--- config.mk ---
export PLATFORM = sky130hd
export DESIGN_NAME = settle_timer
export DESIGN_NICKNAME = d
export VERILOG_FILES = /design/src/rtl/lut3_sweep_checker_pkg.sv /design/src/rtl/lut3_sweep_checker_settle_timer.sv
export SDC_FILE = /design/constraint.sdc
export NUM_CORES = 1
export LEC_CHECK = 0
export CELL_PAD_IN_SITES_DETAIL_PLACEMENT = 1
export CELL_PAD_IN_SITES_GLOBAL_PLACEMENT = 1
export CORE_AREA = 2 2 39 41
export CTS_BUF_LIST = sky130_fd_sc_hd__clkbuf_8
export DETAILED_ROUTE_END_ITERATION = 10
export DIE_AREA = 0 0 41 43
export PLACE_DENSITY_LB_ADDON = 0.1
export SYNTH_ARGS = -nofsm -noshare
export SYNTH_HDL_FRONTEND = slang
export SYNTH_SLANG_ARGS = --single-unit
--- constraint.sdc ---
create_clock -name clk -period 1.65 [get_ports clk]
set_input_delay 0.4125 -clock clk [delete_from_list [all_inputs] [get_ports clk]]
set_output_delay 0.4125 -clock clk [all_outputs]
set_load 0.01 [all_outputs]
--- src/rtl/lut3_sweep_checker_pkg.sv ---
// Shared types and sizes for the 3-input exhaustive sweep checker.
// Latency: n/a (declarations only).
// Backpressure: n/a.
package lut3_sweep_pkg;

  localparam int VEC_W = 3;
  localparam int N_VEC = 8;
  localparam int ERR_W = 4;
  localparam int TMR_W = 4;

  typedef enum logic [1:0] {
    IDLE,
    RUN,
    DONE
  } sweep_state_t;

endpackage

--- src/rtl/lut3_sweep_checker_settle_timer.sv ---
// Loadable down-counter that paces how long each vector is held before sampling.
// Latency: zero is registered-count based; reflects a load one cycle after the loading edge.
// Backpressure: none; counts only while en is high and stops at zero.
module settle_timer
  import lut3_sweep_pkg::*;
(
  input  logic             clk,
  input  logic             rst,
  input  logic             load,
  input  logic             en,
  input  logic [TMR_W-1:0] load_val,
  output logic             zero
);

  logic [TMR_W-1:0] cnt;

  // Load has priority over counting; the count parks at zero until reloaded.
  always_ff @(posedge clk) begin
    if (rst) begin
      cnt <= '0;
    end else if (load) begin
      cnt <= load_val;
    end else if (en && (cnt != '0)) begin
      cnt <= cnt - TMR_W'(1);
    end
  end

  assign zero = (cnt == '0);

endmodule

==> results.json, run 1 <==
{
  "status": "complete, but fails checks",
  "violations": "setup timing",
  "rsz0062_at_grt": "yes",
  "ys_types": 16,
  "clk_pin_slew_worst_paths_ns": 0.03,
  "drive_gt1_share_pct": 50.0,
  "clk_latency_ns": 0.22,
  "r2r-end": "cnt[1]",
  "finalPower_w": 0.000463,
  "vias_per_cell": 4.40,
  "maxCapViolCount": 0,
  "worstPathMaxFanout": 2,
  "nets": 63,
  "cts_inserted_buffers": 3,
  "dp_cells": 63,
  "yosys_warnings": 0,
  "hold_buffers": 0,
  "min_from": "cnt[2]",
  "die-height_um": 43,
  "r2r_slack_ns": 0.09,
  "critPathArrivalTime_ns": 1.25,
  "cts_tree": "yes",
  "start_util_pct": 19.0,
  "register_area_um2": 82.6,
  "syn_inst": 29,
  "first_pass_iters": 2,
  "synth_top_cell_area_share_pct": 30.5,
  "hold_viol": 0,
  "hp-class": "flip-flop to flip-flop",
  "top_register": "cnt",
  "synth_nets": 38,
  "via_count": 299,
  "synth_top_area_cell": "dfxtp_1",
  "ys_ff_latch": 4,
  "ys_seq_area_share_pct": 30.5,
  "routedWlPerCell_um": 12.6,
  "grt_max_degree": 7,
  "required_ns": 1.24,
  "setup_viol_count_final": 1,
  "setup_ws_ns": -0.0165,
  "largest_reg_flops": 4,
  "cts_htree_levels": 1,
  "io_pins": 9,
  "port_buffers": 8,
  "max_stage_delay_ns": 0.38,
  "hold_depth": 3,
  "slowest_stage": "or3b_4",
  "whs_endpoint": "cnt[2]",
  "synth.cell_area_um2": 263,
  "dpl_cell_area_um2": 438,
  "synth.avg_cell_area_um2": 9.06,
  "grt.overflow.total": 0,
  "clock_skew_ns": 0.00268,
  "grtUsageTotal_pct": 13.5,
  "r2r-start": "cnt[1]",
  "whs_ns": 0.633,
  "p_leak_nw": 0.213,
  "min_period_ns": 1.67,
  "ctsLongestPathBuffers": 2,
  "grt_pass1_wl_um": 1480,
  "vdd_drop_max_uv": 470,
  "fp.dieW_um": 41,
  "root_buffer": "clkbuf_8",
  "antenna_found_initial": 0,
  "max_slew_margin_pct": 81.1,
  "n_antenna_cell": 0,
  "max_freq_ghz": 0.600,
  "multi_input_area_um2": 186,
  "startpoint_type": "flip-flop",
  "dpl_worst_slack_ns": -0.266,
  "worst_pin_slew_ns": 0.283,
  "gp_congestion": 0.684,
  "end_kind": "output port",
  "drc": 0,
  "fillerInstances": 165,
  "area_growth_pct": 96.7,
  "cp_top_family": "simple AND/OR/NAND/NOR gates",
  "maxSlewViolCount": 0,
  "ff2ff_path_depth": 6,
  "reg_top3": "cnt x4",
  "worstPathBufferInverterCount": 3,
  "row_count": 14,
  "fin_area_um2": 517,
  "path_cells": "inv_2, ha_4, or3b_4, inv_2, buf_6",
  "period_share_pct": 101,
  "synthTopCellsByArea": "dfxtp_1 (30%), a2111oi_4 (10%), nor2_1 (7.1%), a311oi_1 (6.7%), inv_1 (5.7%)",
  "wirelength_um": 858,
  "dieArea_um2": 1760,
  "crit_top_cell": "inv_2",
  "final_cells": 68,
  "drt_iter0_drc": 3,
  "hpwl_um": 640,
  "cts.sinks": 4,
  "p_per_area_nw_per_um2": 895,
  "path_class": "flip-flop to output port",
  "coreArea_um2": 1380,
  "grt_pass1_vias": 330,
  "ant_nets": 0
}
[per-stage QoR]
step	TNS [ns]	utilization, %
global placement	-0.242	31.6
finish	-0.0165	37.3
floorplan	0	-
CTS	-0.0278	36.3
global route	-0.0598	37.3
detailed placement	-0.266	31.6
[layer usage]
layer,part of all wire [%],vias to the layer above,wire (µm),track usage (%)
met5,0,-,0,0
met4,2.1,0,18,8.00
met3,6.5,3,56,7.85
met2,49,8,422,18.4
met1,42,135,360,15.4
li1,-,153,-,-
[cell usage after synthesis, drive strengths merged]
cell type / number
dfxtp: 4
a21o: 1
nor3: 1
a311o: 1
nor2: 5
a311oi: 2
a211oi: 1
a2111oi: 1
ha: 1
inv: 4
nand3: 1
or3b: 1
nor4b: 1
nand2: 3
nand4b: 1
mux2i: 1
[how the worst max path moves through the flow]
stage	startpoint	endpoint	slack, ns	cells past startpoint
floorplan	cnt[1]	cnt[1]	0.12	5
global placement	cnt[1]	zero	-0.24	5
detailed placement	cnt[0]	zero	-0.27	5
CTS	cnt[1]	zero	-0.03	5
global route	cnt[1]	zero	-0.05	5
finish	cnt[1]	zero	-0.02	5
[what timing repair did]
item	4_1_cts	5_1_grt
buffers inserted	1	1
resized for setup	12	1
pin swaps	1	2
endpoints found under the setup margin	1	3
[power breakdown]
group	internal, W	leakage, nW	switching (W)
registers	0.000107	0.0338	0.00000452
clock network	0.000156	0.0216	0.0000542
logic	0.0000831	0.157	0.0000580
total	0.000346	0.213	0.000117
[layout by cell type, fill, tap and decap left out, drive strengths merged, types with 2 or more instances in the layout]
| master | netlist | layout |
|---|---|---|
| nor2 | 5 | 5 |
| clkbuf | 0 | 3 |
| a311oi | 2 | 2 |
| nand2 | 3 | 3 |
| dfxtp | 4 | 4 |
| clkdlybuf4s50 | 0 | 7 |
| inv | 4 | 4 |
| buf | 0 | 13 |
[worst min-delay path, cell delays in order (launching register included)]
cell and delay, ns:
dfxtp_1 0.30, buf_4 0.14, nand2_1 0.05, a311oi_1 0.09
[cell families (layout without fill, tap and decap cells)]
group                      Yosys count  after routing  synth area share, %
DFF                                  4              4                 30.5
adders and majority gates            1              1                 4.76
buffers and inverters                4             27                 5.71
and+or+nand+nor                     13             13                 28.6
muxes                                1              1                 3.81
AOI/OAI and AO/OA                    6              6                 26.7
[area by class of cell]
type,instances,share of cell area [%]
inverters,4,2.91
repair buffers,20,33.2
clock buffers,3,7.99
multi-input cells,21,36.1
flip-flops and latches,4,16.0
well taps,16,3.87
(Power assumes the default switching activity.)
==> run 2: changes to the inputs <==
--- a/config.mk
+++ b/config.mk
@@ -5,6 +5,7 @@
 export SDC_FILE = /design/constraint.sdc
 export NUM_CORES = 1
 export LEC_CHECK = 0
+export ABC_CLOCK_PERIOD_IN_PS = 1800
 export CELL_PAD_IN_SITES_DETAIL_PLACEMENT = 1
 export CELL_PAD_IN_SITES_GLOBAL_PLACEMENT = 1
 export CORE_AREA = 2 2 39 41
@@ -12,6 +13,7 @@
 export DETAILED_ROUTE_END_ITERATION = 10
 export DIE_AREA = 0 0 41 43
 export PLACE_DENSITY_LB_ADDON = 0.1
+export SLEW_MARGIN = 0
 export SYNTH_ARGS = -nofsm -noshare
 export SYNTH_HDL_FRONTEND = slang
 export SYNTH_SLANG_ARGS = --single-unit
==> constraint.sdc (replaced) <==
create_clock -name clk -period 1.8 [get_ports clk]
set_input_delay 0.45 -clock clk [delete_from_list [all_inputs] [get_ports clk]]
set_output_delay 0.45 -clock clk [all_outputs]
set_load 0.01 [all_outputs]
==> run 2 against run 1 <==
Effect of this change:
- the flow now finishes without violations
- clock skew increased by 0.0015 ns
- sequential share of layout area increased by 0.90 points
- setup slack improved by 0.087 ns
- combinational power decreased by 16%
- final area decreased by 5.3%
- register-to-register slack improved by 0.08 ns
- clock power decreased by 9%
==> results.json, run 2 (synthesis results as in run 1) <==
{
  "status": "finished clean",
  "setup_viol_count_final": 0,
  "coreArea_um2": 1380,
  "cts_tree": "yes",
  "area_growth_pct": 86.2,
  "cts_inserted_buffers": 3,
  "grt_max_degree": 7,
  "antenna_found_initial": 0,
  "first_pass_iters": 2,
  "grt.overflow.total": 0,
  "rsz0062_at_grt": "no",
  "max_freq_ghz": 0.578,
  "ctsLongestPathBuffers": 2,
  "nets": 61,
  "hpwl_um": 753,
  "hp-class": "flip-flop to flip-flop",
  "hold_viol": 0,
  "hold_buffers": 0,
  "wirelength_um": 930,
  "max_slew_margin_pct": 79.9,
  "register_area_um2": 82.6,
  "maxSlewViolCount": 0,
  "path_cells": "inv_2, ha_4, or3b_4, inv_1, buf_2",
  "port_buffers": 8,
  "ant_nets": 0,
  "p_per_area_nw_per_um2": 846,
  "drive_gt1_share_pct": 44.0,
  "largest_reg_flops": 4,
  "routedWlPerCell_um": 14.1,
  "vias_per_cell": 4.58,
  "fillerInstances": 163,
  "n_antenna_cell": 0,
  "grt_pass1_wl_um": 1510,
  "fp.dieW_um": 41,
  "p_leak_nw": 0.202,
  "drc": 0,
  "finish.utilization_pct": 35.4,
  "worst_pin_slew_ns": 0.300,
  "required_ns": 1.35,
  "multi_input_area_um2": 180,
  "row_count": 14,
  "worstPathMaxFanout": 2,
  "gp_congestion": 0.700,
  "critPathArrivalTime_ns": 1.28,
  "vdd_drop_max_uv": 371,
  "io_pins": 9,
  "slowest_stage": "or3b_4",
  "end_kind": "output port",
  "reg_top3": "cnt x4",
  "period_share_pct": 96.1,
  "layout_commonest_cell": "buf_4",
  "top_register": "cnt",
  "clock_skew_ns": 0.00418,
  "clk_pin_slew_worst_paths_ns": 0.03,
  "finalPower_w": 0.000414,
  "root_buffer": "clkbuf_8",
  "clk_latency_ns": 0.22,
  "via_count": 302,
  "maxCapViolCount": 0,
  "cts_htree_levels": 1,
  "final_cell_mix": "buf_4 (10), clkdlybuf4s50_1 (7), nor2_1 (5)",
  "min_period_ns": 1.73,
  "max_stage_delay_ns": 0.37,
  "path_class": "flip-flop to output port",
  "die-height_um": 43,
  "grt_pass1_vias": 335,
  "start_util_pct": 19.0,
  "grtUsageTotal_pct": 13.8,
  "cts.sinks": 4,
  "startpoint_type": "flip-flop",
  "dieArea_um2": 1760,
  "drt_iter0_drc": 4
}
-- run 2: repair_timing --
item                       in CTS  in global routing
setup buffers                   0                  1
resized for setup               8                  2
setup endpoints to repair       1                  1
-- run 2: final timing paths --
kind	start	end	slack [ns]	cells past startpoint
max	cnt[1]	zero	0.07	5
min	cnt[2]	cnt[2]	0.64	3
max reg2reg	cnt[1]	cnt[1]	0.17	6
min reg2reg	cnt[2]	cnt[2]	0.64	3
-- run 2: critical path, delay by kind of cell (launching register included) --
kind                     cells  cell delay (ns)
AND/OR/NAND/NOR              1             0.37
buffers and inverters        3             0.25
flip-flops                   1             0.32
adder cells (fa/ha/maj)      1             0.12
-- run 2: metrics by stage --
step | hold slack [ns] | setup TNS [ns] | instance area [µm²] | cells | setup WS [ns]
after floorplan | 0.484 | 0 | 263 | 29 | 0.233
after global placement | 0.606 | -0.149 | 430 | 62 | -0.149
after detailed placement | 0.632 | -0.183 | 430 | 62 | -0.183
after CTS | 0.637 | 0 | 470 | 65 | 0.0187
after global routing | 0.681 | 0 | 489 | 66 | 0.0177
final | 0.636 | 0 | 489 | 66 | 0.0709
-- run 2: metal layers --
layer / up-vias / routed length [µm] / global-route usage (%) / part of all wire, %
met1: 143 / 327 / 13.5 / 35
met2: 8 / 542 / 23.1 / 58
met4: 0 / 0 / 2.00 / 0
met5: - / 0 / 0 / 0
li1: 151 / - / - / -
met3: 0 / 61 / 9.42 / 6.6
-- run 2: layout make-up --
cell class,count,share of cell area [%]
Clock buffer,3,8.44
Multi-Input combinational cell,21,36.8
Timing Repair Buffer,18,30.7
Tap cell,16,4.09
Sequential cell,4,16.9
Inverter,4,3.07
-- run 2: power breakdown --
part	leakage, nW	total (W)	internal, W	switching [W]
clock network	0.0216	0.000192	0.000143	0.0000487
registers	0.0338	0.000103	0.0000981	0.00000542
logic	0.147	0.000119	0.0000678	0.0000512
